## src/rtl/uart_tx.sv

```systemverilog
// UART transmitter: 8N1-style framing, LSB first, idle-high line, one-entry holding register.
// Bit period is latched per frame as max(CLKS_PER_BIT, 2); frames chain with a one-cycle DONE gap.
module uart_tx #(
  parameter int data_width = 8
) (
  input  logic                  clk,
  input  logic                  rst,
  input  logic [12:0]           CLKS_PER_BIT,
  input  logic                  data_valid,
  input  logic [data_width-1:0] data_in,
  output logic                  data_ready,
  output logic                  tx_bit,
  output logic                  busy,
  output logic                  done
);

  typedef enum logic [2:0] {
    IDLE,
    START_BIT,
    DATA_BITS,
    STOP_BIT,
    DONE
  } state_t;

  localparam logic [2:0] LAST_BIT = 3'(data_width - 1);

  state_t                state_q, state_d;
  logic [data_width-1:0] hold_q, hold_d;
  logic                  hold_full_q, hold_full_d;
  logic [data_width-1:0] shift_q, shift_d;
  logic [12:0]           period_q, period_d;
  logic [12:0]           clk_cnt_q, clk_cnt_d;
  logic [2:0]            bit_cnt_q, bit_cnt_d;
  logic                  tx_bit_q, tx_bit_d;
  logic                  busy_q, busy_d;
  logic                  done_q, done_d;

  logic                  last_tick;
  logic                  load;

  always_comb begin
    state_d     = state_q;
    hold_d      = hold_q;
    hold_full_d = hold_full_q;
    shift_d     = shift_q;
    period_d    = period_q;
    clk_cnt_d   = clk_cnt_q;
    bit_cnt_d   = bit_cnt_q;
    load        = 1'b0;
    last_tick   = (clk_cnt_q == period_q - 13'd1);

    case (state_q)
      IDLE, DONE: begin
        if (hold_full_q) load = 1'b1;
        else             state_d = IDLE;
      end
      START_BIT: begin
        if (last_tick) begin
          state_d   = DATA_BITS;
          clk_cnt_d = 13'd0;
          bit_cnt_d = 3'd0;
        end else begin
          clk_cnt_d = clk_cnt_q + 13'd1;
        end
      end
      DATA_BITS: begin
        if (last_tick) begin
          clk_cnt_d = 13'd0;
          shift_d   = shift_q >> 1;
          if (bit_cnt_q == LAST_BIT) state_d = STOP_BIT;
          else                       bit_cnt_d = bit_cnt_q + 3'd1;
        end else begin
          clk_cnt_d = clk_cnt_q + 13'd1;
        end
      end
      STOP_BIT: begin
        if (last_tick) begin
          state_d   = DONE;
          clk_cnt_d = 13'd0;
        end else begin
          clk_cnt_d = clk_cnt_q + 13'd1;
        end
      end
      default: state_d = IDLE;
    endcase

    // Period is frozen here so mid-frame CLKS_PER_BIT changes cannot stretch a bit.
    if (load) begin
      state_d     = START_BIT;
      shift_d     = hold_q;
      hold_full_d = 1'b0;
      period_d    = (CLKS_PER_BIT < 13'd2) ? 13'd2 : CLKS_PER_BIT;
      clk_cnt_d   = 13'd0;
      bit_cnt_d   = 3'd0;
    end

    // Accept and load are mutually exclusive: accept needs the register empty.
    if (data_valid && !hold_full_q) begin
      hold_full_d = 1'b1;
      hold_d      = data_in;
    end

    case (state_d)
      START_BIT: tx_bit_d = 1'b0;
      DATA_BITS: tx_bit_d = shift_d[0];
      default:   tx_bit_d = 1'b1;
    endcase
    busy_d = (state_d != IDLE);
    done_d = (state_d == DONE);
  end

  always_ff @(posedge clk or posedge rst) begin
    if (rst) begin
      state_q     <= IDLE;
      hold_q      <= '0;
      hold_full_q <= 1'b0;
      shift_q     <= '0;
      period_q    <= 13'd2;
      clk_cnt_q   <= 13'd0;
      bit_cnt_q   <= 3'd0;
      tx_bit_q    <= 1'b1;
      busy_q      <= 1'b0;
      done_q      <= 1'b0;
    end else begin
      state_q     <= state_d;
      hold_q      <= hold_d;
      hold_full_q <= hold_full_d;
      shift_q     <= shift_d;
      period_q    <= period_d;
      clk_cnt_q   <= clk_cnt_d;
      bit_cnt_q   <= bit_cnt_d;
      tx_bit_q    <= tx_bit_d;
      busy_q      <= busy_d;
      done_q      <= done_d;
    end
  end

  assign data_ready = !hold_full_q;
  assign tx_bit     = tx_bit_q;
  assign busy       = busy_q;
  assign done       = done_q;

endmodule

```

## config.mk

```make
export PLATFORM = sky130hd
export DESIGN_NAME = uart_tx
export DESIGN_NICKNAME = d
export VERILOG_FILES = /design/src/rtl/uart_tx.sv
export SDC_FILE = /design/constraint.sdc
export NUM_CORES = 1
export LEC_CHECK = 0
export BUFFER_PORTS_ARGS = -buffer_cell sky130_fd_sc_hd__buf_4
export CAP_MARGIN = 20
export CORE_MARGIN = 2
export CORE_UTILIZATION = 35
export DETAILED_ROUTE_END_ITERATION = 8
export PLACE_DENSITY_LB_ADDON = 0.12
export REMOVE_ABC_BUFFERS = 1
export SETUP_SLACK_MARGIN = 0.4
export SKIP_CTS_REPAIR_TIMING = 1
export SLEW_MARGIN = 0
export SYNTH_ARGS = -nofsm -noshare
export SYNTH_HDL_FRONTEND = slang
export SYNTH_SLANG_ARGS = --single-unit
```

## constraint.sdc

```tcl
create_clock -name clk -period 3.85 [get_ports clk]
set_clock_uncertainty 0.1 [all_clocks]
set_input_delay 0.9625 -clock clk [delete_from_list [all_inputs] [get_ports clk]]
set_output_delay 0.9625 -clock clk [all_outputs]
set_load 0.05 [all_outputs]
```

After elaboration in Yosys (flattened, before gate mapping)
Cells that the tools add are included.
{"block": "word_totals", "output_inout_bits": 4, "word_cells": 64, "register_bits": 52, "input_bits": 24}
{"block": "op_classes", "reduce_logical": 13, "n_addsub": 3, "muxes": 24, "n_lt_le_gt_ge": 1, "n_eq_ne": 12}
{"op": "$mux 13", "n": 4}
{"op": "$mux 3", "n": 10}
{"op": "$mux 8", "n": 3}
{"op": "$add 13x1->13 const B", "n": 1}
{"op": "$eq 13x13->1", "n": 1}
{"op": "$lt 13x2->1 const B", "n": 1}
{"op": "$sub 13x1->13 const B", "n": 1}
{"op": "$pmux 3 s4", "n": 1}
{"op": "$eq 3x2->1 const B", "n": 3}
{"op": "$eq 3x3->1 const B", "n": 3}
{"op": "$ne 3x3->1 const B", "n": 3}
{"op": "$reduce_bool 2->1", "n": 4}
{"op": "$eq 3x1->1 const B", "n": 2}
{"op": "$pmux 3 s2", "n": 1}
{"op": "$reduce_bool 3->1", "n": 2}
{"op": "$mux 1", "n": 4}
{"op": "$reduce_and 4->1", "n": 1}
{"op": "$add 3x1->3 const B", "n": 1}
{"op": "$logic_not 3->1", "n": 1}
{"op": "$reduce_or 3->1", "n": 1}
{"op": "$pmux 1 s2", "n": 1}
{"op": "$reduce_and 2->1", "n": 1}
{"op": "$reduce_or 2->1", "n": 1}
{"op": "$logic_and 1x1->1", "n": 1}
{"op": "$logic_not 1->1", "n": 1}

Longest topological paths before layout
Gate-level depths: netlist (run 1).
{"block": "depth", "depth_word": 7, "mapped_depth": 12, "ltp_nobuf": 10}

Least setup slack after synthesis (run 1)
OpenSTA, ideal clock, no wires.
{"block": "synth_path", "path_kind": "reg-to-reg", "start": "register period_q[0]", "end": "register shift_q[1]", "period_less_slack_ns": 2.853, "arrival_time_ns": 2.614, "t_required_ns": 3.611, "setup_ns": 0.139, "path_slack_ns": 0.997, "n_path_buf": 2, "path_stages_with_launch": 13, "path_cell_list": "dfrtp_1 inv_1 ha_1 or3b_2 clkbuf_1 xnor2_1 nor3b_1 nor3_1 nor4_4 and2_4 buf_12 mux2i_1 o21ai_1"}
{"block": "synth_via", "elab_chain_len": 4}
{"element": "start: declaration", "line_no": "31", "source": "logic [12:0] period_q, period_d;"}
{"element": "start signal: assignment", "line_no": "129", "source": "period_q <= period_d;"}
{"element": "$sub 13x1->13", "line_no": "50", "source": "last_tick = (clk_cnt_q == period_q - 13'd1);"}
{"element": "$eq 13x13->1", "line_no": "50"}
{"element": "$reduce_bool 2->1 (no source line)"}
{"element": "$reduce_and 2->1 (no source line)"}
{"element": "end signal: assignment", "line_no": "128", "source": "shift_q <= shift_d;"}
{"element": "end: declaration", "line_no": "30", "source": "logic [data_width-1:0] shift_q, shift_d;"}
No other way between the ends.
A chain may end at the register's enable or synchronous reset.

Final worst setup path (run 1)
{"block": "layout_path", "start": "register period_q[0]", "end": "register clk_cnt_q[4]"}
{"block": "layout_via", "elab_chain_len": 5}
{"element": "$sub 13x1->13", "line_no": "50"}
{"element": "$eq 13x13->1", "line_no": "50"}
{"element": "$mux 13", "line_no": "58, 67, 77"}
{"element": "$mux 13"}
{"element": "$mux 13", "line_no": "88", "source": "if (load) begin"}
{"element": "end signal: assignment", "line_no": "130", "source": "clk_cnt_q <= clk_cnt_d;"}
{"element": "end: declaration", "line_no": "32", "source": "logic [12:0] clk_cnt_q, clk_cnt_d;"}
No other way between the ends. The select of a mux whose other input is x is not followed.

==> impl_metrics.env, run 1 <==
export IMPL_outcome="completed"
export IMPL_setup_ws_ps=714
export IMPL_grt_start_max_net_pins=33
export IMPL_first_global_vias=2172
export IMPL_synthFlopType="sky130_fd_sc_hd__dfrtp_1"
export IMPL_maxSlewHeadroom_pct=50.8
export IMPL_effective_utilization_at_floorplan_pct=35.8
export IMPL_synth_edf_count=0
export IMPL_ys_top_cells_by_area="sky130_fd_sc_hd__dfrtp_1 43%, sky130_fd_sc_hd__nand2_1 7.2%, sky130_fd_sc_hd__xnor2_1 5.1%"
export IMPL_antenna_violating_nets_post_route=0
export IMPL_place_gp_congestion=0.846
export IMPL_peak_supply_drop_mv=0.262
export IMPL_number_of_cells_on_the_worst_hold_path=2
export IMPL_detailed_place_hpwl_um=4880
export IMPL_detail_route_wl_per_cell_um=14.8
export IMPL_clkTransAtPathRegs_ps=110
export IMPL_insertedDiodeCount=0
export IMPL_crit_chain="inv_1 > ha_1 > or3b_2 > o311ai_0 > o32ai_1 > nor2_1 > nor4_4 > buf_4 > or3_2 > o21ai_0"
export IMPL_syn2layout_area_growth_pct=11.5
export IMPL_timing_rr_end="clk_cnt_q[4]$_DFFE_PP0P_"
export IMPL_synth_largest_area_cell="sky130_fd_sc_hd__dfrtp_1"
export IMPL_synthesis_area_um2=2930
export IMPL_synthMostInstantiatedCell="sky130_fd_sc_hd__nand2_1"
export IMPL_cts_root_to_sink_buffers=2
export IMPL_layout_drive_gt1_share_pct=20.0
export IMPL_ys_seq_area_share_pct=44.5
export IMPL_stdcell_count=440
export IMPL_period_share_pct=81.5
export IMPL_preCtsSetupSlack_ps=765
export IMPL_async_reset_ff_share_pct=100
export IMPL_cp_max_fo=14
export IMPL_cts_htree_levels=2
export IMPL_grt_pass1_wl_um=11000
export IMPL_final_net_count=362
export IMPL_timing_setup_critical_path_class="register to register"
export IMPL_drt_pass1_iterations=4
export IMPL_achievable_frequency_ghz=0.319
export IMPL_actual_slew_at_the_worst_max_slew_pin_ps=737
export IMPL_dr_first_iter_drc_count=93
export IMPL_synth_top_area_share_pct=42.7
export IMPL_clock_latency_ps=320
export IMPL_final_max_slew_violation_count=0
export IMPL_groute_usage_overall_pct=15.5
export IMPL_reg2reg_depth=10
export IMPL_io_pins=28
export IMPL_setup_reg_to_reg_worst_slack_ps=710
export IMPL_critPathCaptureType="register"
export IMPL_timing_rr_start="period_q[0]$_DFFE_PP0P_"
export IMPL_io_buffers=27
export IMPL_worst_setup_path_startpoint="period_q[0]$_DFFE_PP0P_"
export IMPL_tritoncts="done"
export IMPL_avgViaCountPerCell=5.07
export IMPL_final_core_density_pct=40.0
export IMPL_finalHoldWorstSlack_ps=409
export IMPL_cts_made_buffers=5
export IMPL_hold_crit_path_type="register to register"
export IMPL_design_power_total_mw=2.11
export IMPL_worst_path_max_delay_cell="sky130_fd_sc_hd__or3b_2"
export IMPL_ys_warnings_count=0
export IMPL_total_leakage_power_nw=1.38
export IMPL_slowest_delay_ps=530
export IMPL_yosysUniqueCellTypes=57
export IMPL_postSynthCellCount=310
export IMPL_core_area_um2=8180
export IMPL_post_route_drc_count=0
export IMPL_timing_final_crit_period_ps=3140
export IMPL_place_inst=432
export IMPL_route_vias_total=2232
export IMPL_die_span_y_um=95.5
export IMPL_synth_seq_cells=52
export IMPL_die_x_um=95.5
export IMPL_rsz_0062_raised_after_global_routing="no"
export IMPL_synth_top_cells_by_count="56 x sky130_fd_sc_hd__nand2_1, 50 x sky130_fd_sc_hd__dfrtp_1, 19 x sky130_fd_sc_hd__nor2_1, 19 x sky130_fd_sc_hd__o21ai_0, 17 x sky130_fd_sc_hd__xnor2_1"
export IMPL_crit_required_ps=3990
export IMPL_setup_tns_ps=0
export IMPL_clock_root_buffer="sky130_fd_sc_hd__clkbuf_8"
export IMPL_grt_ovfl_total=0
export IMPL_report_final_hold_viol_count=0
export IMPL_max_cap_violations=0
export IMPL_post_route_cell_area_um2=3270
export IMPL_crit_path_start_kind="register"
export IMPL_critical_path_endpoint="clk_cnt_q[4]$_DFFE_PP0P_"
export IMPL_die_area_um2=9120
export IMPL_clock_sinks=52
export IMPL_synth_area_per_cell_um2=9.45
export IMPL_rows=33
export IMPL_initial_antenna_violation_count=0
export IMPL_power_density_nw_per_um2=645
export IMPL_wirelength_um=6510
export IMPL_setup_violations=0
export IMPL_postPlaceCellArea_um2=3170
export IMPL_worstPathArrival_ps=3270
==> registers in the layout (all words and copies together), names as in the netlist <==
register     cells
bit_cnt_q        3
busy             1
clk_cnt_q       13
done             1
hold_full_q      1
hold_q           8
period_q        13
shift_q          8
state_q          3
tx_bit           1
==> layout by cell type (no fill, tap or decap), types with 3 or more instances in the layout <==
cell type,synthesis,final
sky130_fd_sc_hd__o21bai_1,3,3
sky130_fd_sc_hd__mux2_2,7,7
sky130_fd_sc_hd__nor4b_1,3,3
sky130_fd_sc_hd__o21ai_1,6,6
sky130_fd_sc_hd__mux2i_1,9,9
sky130_fd_sc_hd__nor3_1,8,8
sky130_fd_sc_hd__o21ai_0,19,19
sky130_fd_sc_hd__and3_1,5,5
sky130_fd_sc_hd__inv_1,16,15
sky130_fd_sc_hd__nand2_1,56,56
sky130_fd_sc_hd__nor4_1,12,12
sky130_fd_sc_hd__buf_4,1,30
sky130_fd_sc_hd__ha_1,4,4
sky130_fd_sc_hd__nand3_1,6,6
sky130_fd_sc_hd__nor2_1,19,18
sky130_fd_sc_hd__clkbuf_8,0,5
sky130_fd_sc_hd__xnor2_1,17,17
sky130_fd_sc_hd__a31oi_1,3,3
sky130_fd_sc_hd__nand3b_1,5,5
sky130_fd_sc_hd__dfrtp_1,50,50
sky130_fd_sc_hd__a21oi_1,9,9
==> per-layer routing <==
| layer | share of wire, % | track usage (%) | vias to the layer above |
|---|---|---|---|
| met4 | 1.1 | 3.45 | 0 |
| li1 | - | - | 1132 |
| met2 | 47 | 24.8 | 29 |
| met1 | 50 | 21.9 | 1063 |
| met3 | 2.2 | 2.61 | 8 |
| met5 | 0 | 0 | - |
==> layout make-up <==
cell class	count	area [µm²]
well taps	105	131
inverters	16	60.1
flip-flops and latches	52	1300
clock inverters	3	27.5
multi-input cells	229	1450
fillers	871	4910
repair buffers	30	225
clock buffers	5	68.8
==> logic make-up (layout without fill, tap and decap cells) <==
family | after synthesis | after routing | synth area share (%)
xor+xnor | 19 | 19 | 5.68
mux | 16 | 16 | 5.76
buf+inv | 29 | 54 | 6.11
simple gates | 135 | 135 | 24.3
compound gates | 55 | 55 | 12.0
flops | 52 | 52 | 44.5
fa+ha+maj | 4 | 4 | 1.71
==> report_power, final <==
| part | leakage (nW) | total [mW] | internal, mW | switching [mW] |
|---|---|---|---|---|
| Combinational | 0.688 | 0.811 | 0.364 | 0.446 |
| Clock | 0.0463 | 0.344 | 0.134 | 0.210 |
| Sequential | 0.647 | 0.953 | 0.739 | 0.214 |
==> worst max-delay path, delay by kind of cell (launching register included) <==
family	cells	cell delay, ps
adders and majority gates	1	190
and+or+nand+nor	4	1300
DFF	1	440
AOI/OAI and AO/OA	3	720
buffers and inverters	2	300
==> worst min path at each step <==
stage	start	slack (ps)	to
5_1_grt	hold_q[3]$_DFFE_PP0P_	430	hold_q[3]$_DFFE_PP0P_
4_1_cts	period_q[12]$_DFFE_PP0P_	410	period_q[12]$_DFFE_PP0P_
6_report	period_q[12]$_DFFE_PP0P_	410	period_q[12]$_DFFE_PP0P_
3_3_place_gp	hold_q[3]$_DFFE_PP0P_	380	shift_q[3]$_DFFE_PP0P_
2_1_floorplan	hold_q[1]$_DFFE_PP0P_	350	shift_q[1]$_DFFE_PP0P_
3_5_place_dp	period_q[12]$_DFFE_PP0P_	390	period_q[12]$_DFFE_PP0P_
No activity file was read; power rests on OpenSTA's default activity.
==> run 2, diff against run 1 <==
==> constraint.sdc (replaced) <==
create_clock -name clk -period 2.8 [get_ports clk]
set_clock_uncertainty 0.1 [all_clocks]
set_input_delay 0.7 -clock clk [delete_from_list [all_inputs] [get_ports clk]]
set_output_delay 0.7 -clock clk [all_outputs]
set_load 0.05 [all_outputs]
==> impl_metrics.env, run 2 (same netlist as run 1, synthesis figures left out) <==
export IMPL_rows=33
export IMPL_tritoncts="done"
export IMPL_outcome="finished, violations left"
export IMPL_grt_ovfl_total=0
export IMPL_place_gp_congestion=0.845
export IMPL_final_max_slew_violation_count=0
export IMPL_hold_end="bit_cnt_q[0]$_DFFE_PP0P_"
export IMPL_hold_start="bit_cnt_q[0]$_DFFE_PP0P_"
export IMPL_clkTransAtPathRegs_ps=110
export IMPL_achievable_frequency_ghz=0.349
export IMPL_clock_sinks=52
export IMPL_actual_slew_at_the_worst_max_slew_pin_ps=679
export IMPL_grt_start_max_net_pins=53
export IMPL_setup_violations=11
export IMPL_dr_first_iter_drc_count=120
export IMPL_grt_pass1_wl_um=11200
export IMPL_mostFrequentLayoutCells="56 x sky130_fd_sc_hd__nand2_1, 52 x sky130_fd_sc_hd__buf_4, 49 x sky130_fd_sc_hd__dfrtp_1"
export IMPL_core_area_um2=8180
export IMPL_postPlaceCellArea_um2=3310
export IMPL_cts_htree_levels=2
export IMPL_clock_root_buffer="sky130_fd_sc_hd__clkbuf_8"
export IMPL_antenna_violating_nets_post_route=0
export IMPL_period_share_pct=102
export IMPL_effective_utilization_at_floorplan_pct=35.8
export IMPL_timing_rr_start="period_q[0]$_DFFE_PP0P_"
export IMPL_power_density_nw_per_um2=917
export IMPL_max_cap_violations=0
export IMPL_drt_pass1_iterations=4
export IMPL_rsz_0062_raised_after_global_routing="yes"
export IMPL_cts_made_buffers=5
export IMPL_die_area_um2=9120
export IMPL_post_route_cell_area_um2=3730
export IMPL_final_core_density_pct=45.6
export IMPL_crit_required_ps=2950
export IMPL_violations="negative setup slack"
export IMPL_first_global_vias=2294
export IMPL_avgViaCountPerCell=5.04
export IMPL_initial_antenna_violation_count=0
export IMPL_cts_root_to_sink_buffers=2
export IMPL_detailed_place_hpwl_um=4990
export IMPL_die_x_um=95.5
export IMPL_setup_reg_to_reg_worst_slack_ps=-60
export IMPL_crit_path_start_kind="register"
export IMPL_final_net_count=395
export IMPL_hold_crit_path_type="register to register"
export IMPL_route_vias_total=2383
export IMPL_timing_setup_critical_path_class="register to register"
export IMPL_io_buffers=27
export IMPL_total_leakage_power_nw=1.60
export IMPL_top_regs="clk_cnt_q x13, period_q x13"
export IMPL_groute_usage_overall_pct=15.9
export IMPL_layout_drive_gt1_share_pct=32.9
export IMPL_reg2reg_depth=10
export IMPL_timing_final_crit_period_ps=2860
export IMPL_worstPathArrival_ps=3010
export IMPL_die_span_y_um=95.5
export IMPL_insertedDiodeCount=0
export IMPL_syn2layout_area_growth_pct=27.3
export IMPL_setup_ws_ps=-63.8
export IMPL_number_of_cells_on_the_worst_hold_path=1
export IMPL_commonest_non_fill_non_tap_cell_in_the_layout="sky130_fd_sc_hd__nand2_1"
export IMPL_detail_route_wl_per_cell_um=14.6
export IMPL_report_final_hold_viol_count=0
export IMPL_critPathCaptureType="register"
export IMPL_peak_supply_drop_mv=0.426
export IMPL_wirelength_um=6920
export IMPL_timing_rr_end="tx_bit$_DFF_PP1_"
export IMPL_cp_max_fo=5
export IMPL_post_route_drc_count=0
export IMPL_clock_latency_ps=320
export IMPL_maxSlewHeadroom_pct=54.6
export IMPL_io_pins=28
==> run 2: cell types whose count changed in the layout (fill, tap and decap cells not counted), sizes merged <==
cell / change
inv: +1
clkinv: -1
and2: +1
buf: +32
==> run 2: final cells by class <==
class | count | area, µm²
clock inverters | 3 | 25.0
repair buffers | 62 | 503
inverters | 16 | 60.1
well taps | 105 | 131
flip-flops and latches | 52 | 1310
clock buffers | 5 | 68.8
multi-input cells | 230 | 1640
fillers | 808 | 4450
==> run 2: how the worst max path moves through the flow <==
stage / end / slack [ps] / from / cells past startpoint
global placement: clk_cnt_q[8]$_DFFE_PP0P_ / -90 / period_q[2]$_DFFE_PP0P_ / 10
detailed placement: clk_cnt_q[4]$_DFFE_PP0P_ / -120 / period_q[2]$_DFFE_PP0P_ / 10
global route: bit_cnt_q[2]$_DFFE_PP0P_ / -210 / period_q[0]$_DFFE_PP0P_ / 11
finish: tx_bit$_DFF_PP1_ / -60 / period_q[0]$_DFFE_PP0P_ / 10
CTS: clk_cnt_q[4]$_DFFE_PP0P_ / -140 / period_q[2]$_DFFE_PP0P_ / 10
floorplan: shift_q[1]$_DFFE_PP0P_ / -190 / period_q[0]$_DFFE_PP0P_ / 10
==> run 2: where the power goes <==
part           internal (mW)  switching, mW  leakage (nW)
clock network          0.183          0.278        0.0452
logic                  0.841          0.850         0.908
registers               1.02          0.251         0.646
==> run 2: worst max-delay path: stages (launching register included) <==
cell and delay, ps:
sky130_fd_sc_hd__dfrtp_1 400, sky130_fd_sc_hd__buf_6 130, sky130_fd_sc_hd__or4_4 520, sky130_fd_sc_hd__a211o_2 290
sky130_fd_sc_hd__a21boi_2 180, sky130_fd_sc_hd__o211ai_1 170, sky130_fd_sc_hd__buf_4 190, sky130_fd_sc_hd__nor4b_2 270
sky130_fd_sc_hd__mux2i_1 320, sky130_fd_sc_hd__a211oi_1 80, sky130_fd_sc_hd__mux2i_1 140
==> run 2: layer usage <==
layer  vias up  wire length, µm  track usage [%]
met5         -                0                0
met4         0               91             4.05
met3         8              255             2.53
met2        45             3410             26.3
met1      1136             3160             21.7
li1       1194                -                -
==> run 2: per-stage QoR <==
| stage | total power, mW | setup slack [ps] | TNS [ps] | hold slack (ps) | std cells |
|---|---|---|---|---|---|
| 4_1_cts | 3.08 | -139 | -1970 | 408 | 459 |
| 3_3_place_gp | 2.59 | -88.0 | -775 | 377 | 451 |
| 3_5_place_dp | 2.60 | -115 | -1690 | 380 | 451 |
| 5_1_grt | 3.69 | -209 | -3150 | 411 | 473 |
| 2_1_floorplan | 2.12 | -195 | -1620 | 352 | 297 |
| 6_report | 3.42 | -63.8 | -466 | 398 | 473 |
